===== config.mk =====
export PLATFORM = sky130hd
export DESIGN_NAME = debug_leds_flat
export DESIGN_NICKNAME = d
export VERILOG_FILES = /design/src/rtl/debug_leds_if.sv /design/src/rtl/debug_leds.sv /design/src/flat_wrapper.sv
export SDC_FILE = /design/constraint.sdc
export NUM_CORES = 1
export LEC_CHECK = 0
export CORE_MARGIN = 4
export CORE_UTILIZATION = 35
export CTS_CLUSTER_DIAMETER = 80
export DETAILED_ROUTE_END_ITERATION = 16
export PLACE_DENSITY = 0.86
export SKIP_LAST_GASP = 1
export SLEW_MARGIN = 25
export SYNTH_ARGS = -nofsm -noshare
export SYNTH_HDL_FRONTEND = slang
export SYNTH_SLANG_ARGS = --single-unit

===== constraint.sdc =====
create_clock -name clk_i -period 2.2 [get_ports clk_i]
set_input_delay 0.55 -clock clk_i [delete_from_list [all_inputs] [get_ports clk_i]]
set_output_delay 0.55 -clock clk_i [all_outputs]
set_load 0.005 [all_outputs]

===== src/rtl/debug_leds_if.sv =====
// rtl/debug_leds_if.sv - Wishbone B4 pipelined bus bundle for the debug LED register block
interface wishbone (
    input logic clk_i,
    input logic rst_i
);
    logic        cyc_i;
    logic        stb_i;
    logic        we_i;
    logic [31:0] adr_i;
    logic [31:0] dat_i;
    logic [31:0] dat_o;
    logic        ack_o;
    logic        stall_o;

    modport peripheral (
        input  clk_i, rst_i, cyc_i, stb_i, we_i, adr_i, dat_i,
        output dat_o, ack_o, stall_o
    );

    modport master (
        input  clk_i, rst_i, dat_o, ack_o, stall_o,
        output cyc_i, stb_i, we_i, adr_i, dat_i
    );
endinterface


===== src/rtl/debug_leds.sv =====
// rtl/debug_leds.sv - Wishbone-controlled debug LEDs with write counter and optional blink
// Optional blink logic (BLINK_MASK register, blink counter, blink_phase) enabled by DEBUG_LEDS_BLINK_EN.
module debug_leds #(
    parameter int NUM_LEDS     = 8,
    parameter int BLINK_PERIOD = 50_000_000
) (
    wishbone.peripheral         wb,
    output logic [NUM_LEDS-1:0] leds
);
    localparam logic [1:0] ADR_LED_STATE   = 2'd0;
    localparam logic [1:0] ADR_BLINK_MASK  = 2'd1;
    localparam logic [1:0] ADR_WRITE_COUNT = 2'd2;

    logic                accept;
    logic                wr_en;
    logic [1:0]          adr;
    logic [NUM_LEDS-1:0] led_state;
    logic [NUM_LEDS-1:0] blink_gate;
    logic [NUM_LEDS-1:0] blink_mask_rd;
    logic [15:0]         write_count;
    logic                counted_adr;
    logic                ack_pending;
    logic [31:0]         rd_data;
    logic [31:0]         reg_rdata;
    logic                unused_bits;

    assign adr         = wb.adr_i[1:0];
    assign accept      = wb.cyc_i && wb.stb_i && !wb.rst_i;
    assign wr_en       = accept && wb.we_i;
    assign unused_bits = ^{wb.adr_i[31:2], wb.dat_i};

`ifdef DEBUG_LEDS_BLINK_EN
    localparam int CNT_W = (BLINK_PERIOD > 2) ? $clog2(BLINK_PERIOD) : 1;

    logic [NUM_LEDS-1:0] blink_mask;
    logic [CNT_W-1:0]    blink_cnt;
    logic                blink_phase;

    always_ff @(posedge wb.clk_i) begin
        if (wb.rst_i) begin
            blink_mask  <= '0;
            blink_cnt   <= '0;
            blink_phase <= 1'b0;
        end else begin
            if (wr_en && adr == ADR_BLINK_MASK)
                blink_mask <= wb.dat_i[NUM_LEDS-1:0];
            if (blink_cnt == CNT_W'(BLINK_PERIOD - 1)) begin
                blink_cnt   <= '0;
                blink_phase <= !blink_phase;
            end else begin
                blink_cnt <= blink_cnt + 1'b1;
            end
        end
    end

    assign blink_gate    = blink_mask & {NUM_LEDS{blink_phase}};
    assign blink_mask_rd = blink_mask;
    assign counted_adr   = (adr == ADR_LED_STATE) || (adr == ADR_BLINK_MASK);
`else
    assign blink_gate    = '0;
    assign blink_mask_rd = '0;
    assign counted_adr   = (adr == ADR_LED_STATE);
`endif

    always_comb begin
        reg_rdata = '0;
        case (adr)
            ADR_LED_STATE:   reg_rdata = 32'(led_state);
            ADR_BLINK_MASK:  reg_rdata = 32'(blink_mask_rd);
            ADR_WRITE_COUNT: reg_rdata = {16'h0000, write_count};
            default:         reg_rdata = '0;
        endcase
    end

    // Read data is captured at the accept edge so the ack cycle needs no address.
    always_ff @(posedge wb.clk_i) begin
        if (wb.rst_i) begin
            led_state   <= '0;
            write_count <= '0;
            ack_pending <= 1'b0;
            rd_data     <= '0;
            leds        <= '0;
        end else begin
            ack_pending <= accept;
            rd_data     <= (accept && !wb.we_i) ? reg_rdata : 32'h0;
            if (wr_en && adr == ADR_LED_STATE)
                led_state <= wb.dat_i[NUM_LEDS-1:0];
            if (wr_en && counted_adr && write_count != 16'hFFFF)
                write_count <= write_count + 16'd1;
            leds <= led_state & ~blink_gate;
        end
    end

    // A due ack is dropped when the master has abandoned the cycle or reset hits.
    assign wb.ack_o   = ack_pending && wb.cyc_i && !wb.rst_i;
    assign wb.dat_o   = wb.ack_o ? rd_data : 32'h0;
    assign wb.stall_o = 1'b0;
endmodule


===== src/flat_wrapper.sv =====
// flat-port wrapper written by rule: the top's interface ports become plain ports
module debug_leds_flat 
#(
    parameter int NUM_LEDS     = 8,
    parameter int BLINK_PERIOD = 50_000_000
)
  (leds, clk_i, rst_i, wb_cyc_i, wb_stb_i, wb_we_i, wb_adr_i, wb_dat_i, wb_dat_o, wb_ack_o, wb_stall_o);
  wishbone wb_i (.clk_i(clk_i), .rst_i(rst_i));
  output logic [NUM_LEDS-1:0] leds;
  input wire logic clk_i;
  input wire logic rst_i;
  input wire logic [$bits(wb_i.cyc_i)-1:0] wb_cyc_i;
  input wire logic [$bits(wb_i.stb_i)-1:0] wb_stb_i;
  input wire logic [$bits(wb_i.we_i)-1:0] wb_we_i;
  input wire logic [$bits(wb_i.adr_i)-1:0] wb_adr_i;
  input wire logic [$bits(wb_i.dat_i)-1:0] wb_dat_i;
  output wire logic [$bits(wb_i.dat_o)-1:0] wb_dat_o;
  output wire logic [$bits(wb_i.ack_o)-1:0] wb_ack_o;
  output wire logic [$bits(wb_i.stall_o)-1:0] wb_stall_o;
  assign wb_i.cyc_i = wb_cyc_i;
  assign wb_i.stb_i = wb_stb_i;
  assign wb_i.we_i = wb_we_i;
  assign wb_i.adr_i = wb_adr_i;
  assign wb_i.dat_i = wb_dat_i;
  assign wb_dat_o = wb_i.dat_o;
  assign wb_ack_o = wb_i.ack_o;
  assign wb_stall_o = wb_i.stall_o;
  debug_leds #(.NUM_LEDS(NUM_LEDS), .BLINK_PERIOD(BLINK_PERIOD)) u_core (.wb(wb_i), .leds(leds));
endmodule

==> impl_metrics.csv <==
group,metric,value,unit
cells_and_area,nNetsFinal,356,
floorplanning,die_h,86,µm
pwr,p_leak,1.09,nW
worst_setup_path,crit_arrival,2.38,ns
synth,syn-mean-instance-area,8.95,µm²
worst_setup_path,slowest_delay,0.51,ns
worst_setup_path,critPathTopFamily,"simple AND/OR/NAND/NOR gates",
pwr,pwr_density_cell,551,nW/µm²
cells_and_area,antenna_cells,0,
hold_path,min_path_type,"reg -> reg",
cts,numCtsBuffers,5,
floorplanning,die_area,7400,µm²
detailed_routing,via_count,1787,
cells_and_area,layout_common_cells,"dfxtp_1, a21oi_1, nand2_1, clkdlybuf4s50_1",
cells_and_area,fillers,558,
cells_and_area,utilization,46.2,%
cells_and_area,final_common_cell,"dfxtp_1",
synth,synth_top_area_share,46.1,%
grt,grtUsageTotal,11.6,%
cts,cts_tree,"yes",
synth,yosysTopAreaCell,"dfxtp_1",
worst_setup_path,crit_fanout,7,
synth,ys_seq_area_share,46.1,%
synth,ys_seq_elements,49,
cells_and_area,area_growth,28.4,%
timing,timing.fmax,468,MHz
placement,dp_hpwl,3.31,mm
placement,dpl_cell_area,2630,µm²
timing,rsz0062_at_grt,"false",
cts,cts-hold-fix-buffers,0,
grt,overflow,0,
detailed_routing,detail_route.wirelength,4.34,mm
status,status,"complete, no violations",
floorplanning,rows,28,
floorplanning,coreArea,5920,µm²
timing,finalCritPeriodShare,97.2,%
timing,finalSetupViolations,0,
cts,clock_latency,0.30,ns
worst_setup_path,path_class,"in -> reg",
timing,finClkSkew,0.00752,ns
pwr,ir_worst_vdd,0.327,mV
worst_setup_path,cp_cell_sequence,"clkdlybuf4s50_1, nand4bb_4, or4_4, buf_4, or3_1, a21oi_2",
synth,synth.distinct_cells,32,
detailed_routing,viasPerCell,4.94,
worst_setup_path,end_kind,"flip-flop",
cts,cts_num_sinks,49,
detailed_routing,first_iter_violations,131,
floorplanning,start_util,36.0,%
worst_setup_path,start_kind,"primary input",
detailed_routing,drt.antenna.violating_nets,0,
synth,synthTopCellsByArea,"dfxtp_1, buf_4, a21oi_1",
cts,clock_path_buffers,2,
floorplanning,ioPinCount,111,
cells_and_area,final_area,2740,µm²
cells_and_area,drive_gt1_share,13.9,%
flow_run,max_cap_violations,0,
grt,grt_pass1_wl,6.96,mm
placement,routabilityCongestion,0.831,
timing,final-max-slew-violation-count,0,
cts,ctsRootBufferMaster,"clkbuf_8",
timing,hold_violations,0,
worst_setup_path,crit_buf_inv,2,
floorplanning,die_x,86,µm
cts,htree_levels,2,
synth,syn_area,2130,µm²
grt,grt_max_degree,19,
grt,grt_pass1_vias,1568,
synth,ys_warn_count,0,
grt,antenna_found_initial,0,
worst_setup_path,slowest_stage,"or4_4",
worst_setup_path,required,2.44,ns
detailed_routing,wl_per_cell,12.0,µm
placement,numPortBuffers,39,
synth,syn-instance-count,238,
detailed_routing,drt_pass1_iterations,4,
cts,clk_pin_slew,0.09,ns
detailed_routing,drc,0,
timing,fin_crit,2.14,ns
worst reg2reg max path, cell delays in order, from the launching register on:
cell and delay [ns]:
dfxtp_1 0.46, nand4_1 0.23, or4_4 0.59, buf_4 0.17
or3_1 0.36, a21oi_2 0.14
cell usage after synthesis:
library cell / instances
nor4_1: 2
nand4_1: 7
a311oi_1: 1
nand3_1: 5
and2_1: 16
nor3_1: 1
nor2b_1: 9
buf_4: 17
nand4bb_4: 1
or3_1: 4
o221a_2: 1
or2_2: 2
buf_2: 3
mux2_2: 1
nor4_2: 1
ha_1: 1
a21oi_1: 22
nand3b_1: 1
and4_1: 2
and3_1: 12
o21ai_0: 2
conb_1: 1
dfxtp_1: 49
o21ai_1: 1
or4_1: 10
o31ai_1: 10
inv_1: 2
mux2i_1: 8
nand2b_1: 1
nand2_1: 19
nor2_1: 14
clkbuf_1: 12
path summary, 6_finish.rpt:
| check | from | endpoint | slack, ns | cells past startpoint |
|---|---|---|---|---|
| setup / recovery | wb_adr_i[0] | u_core.write_count[8]$_SDFFE_PP0P_ | 0.06 | 6 |
| hold / removal | u_core.led_state[6]$_SDFFE_PP0P_ | u_core.led_state[6]$_SDFFE_PP0P_ | 0.48 | 2 |
| setup reg to reg | u_core.write_count[5]$_SDFFE_PP0P_ | u_core.write_count[8]$_SDFFE_PP0P_ | 0.19 | 5 |
| hold reg to reg | u_core.led_state[6]$_SDFFE_PP0P_ | u_core.led_state[6]$_SDFFE_PP0P_ | 0.48 | 2 |
power breakdown:
part,switching [mW],leakage [nW],internal (mW)
Sequential,0.00156,0.395,0.889
Clock,0.306,0.0423,0.231
Combinational,0.0389,0.657,0.0415
what timing repair did:
item,4_1_cts,5_1_grt
pin swaps,1,1
endpoints found under the hold margin,0,0
gates resized for setup,23,6
buffers inserted,0,1
setup endpoints to repair,27,16
cells by family after synthesis:
kind of cell / after synthesis / synth area share (%)
AND/OR/NAND/NOR: 107 / 29.4
multiplexers: 9 / 4.29
buffers and inverters: 34 / 9.17
other: 1 / 0.176
AO/OA/AOI/OAI: 37 / 10.3
flip-flops: 49 / 46.1
adder cells (fa/ha/maj): 1 / 0.587
layout make-up:
class | count | area, µm² | area share, %
multi-input combinational | 171 | 1050 | 38.2
sequential | 49 | 981 | 35.9
timing repair buffer | 57 | 512 | 18.7
tap | 75 | 93.8 | 3.43
clock buffer | 5 | 68.8 | 2.52
clock inverter | 3 | 26.3 | 0.961
inverter | 2 | 7.51 | 0.274
registers in the layout, indices dropped and copies added, names as in the netlist:
| name | flops |
|---|---|
| u_core.leds | 8 |
| u_core.rd_data | 16 |
| u_core.write_count | 16 |
| u_core.led_state | 8 |
| u_core.ack_pending | 1 |
per-layer routing:
metal / vias up / track usage, % / share of wire, %
li1: 896 / - / -
met1: 819 / 13.4 / 40
met2: 65 / 20.7 / 52
met3: 7 / 1.83 / 6.4
met4: 0 / 5.32 / 2.0
met5: - / 0 / 0
metrics by stage:
stage	std cells	setup TNS [ns]	hold WS (ns)	setup WS [ns]	total power, mW
global placement	353	-12.31	0.455	-0.450	0.989
finish	362	0	0.481	0.0618	1.51
detailed placement	353	-12.47	0.471	-0.467	0.990
global route	362	0	0.505	0.0187	1.57
CTS	361	0	0.484	0.00485	1.52
floorplan	254	0	0.444	0.00155	0.968
No activity file was read; power rests on OpenSTA's default activity.
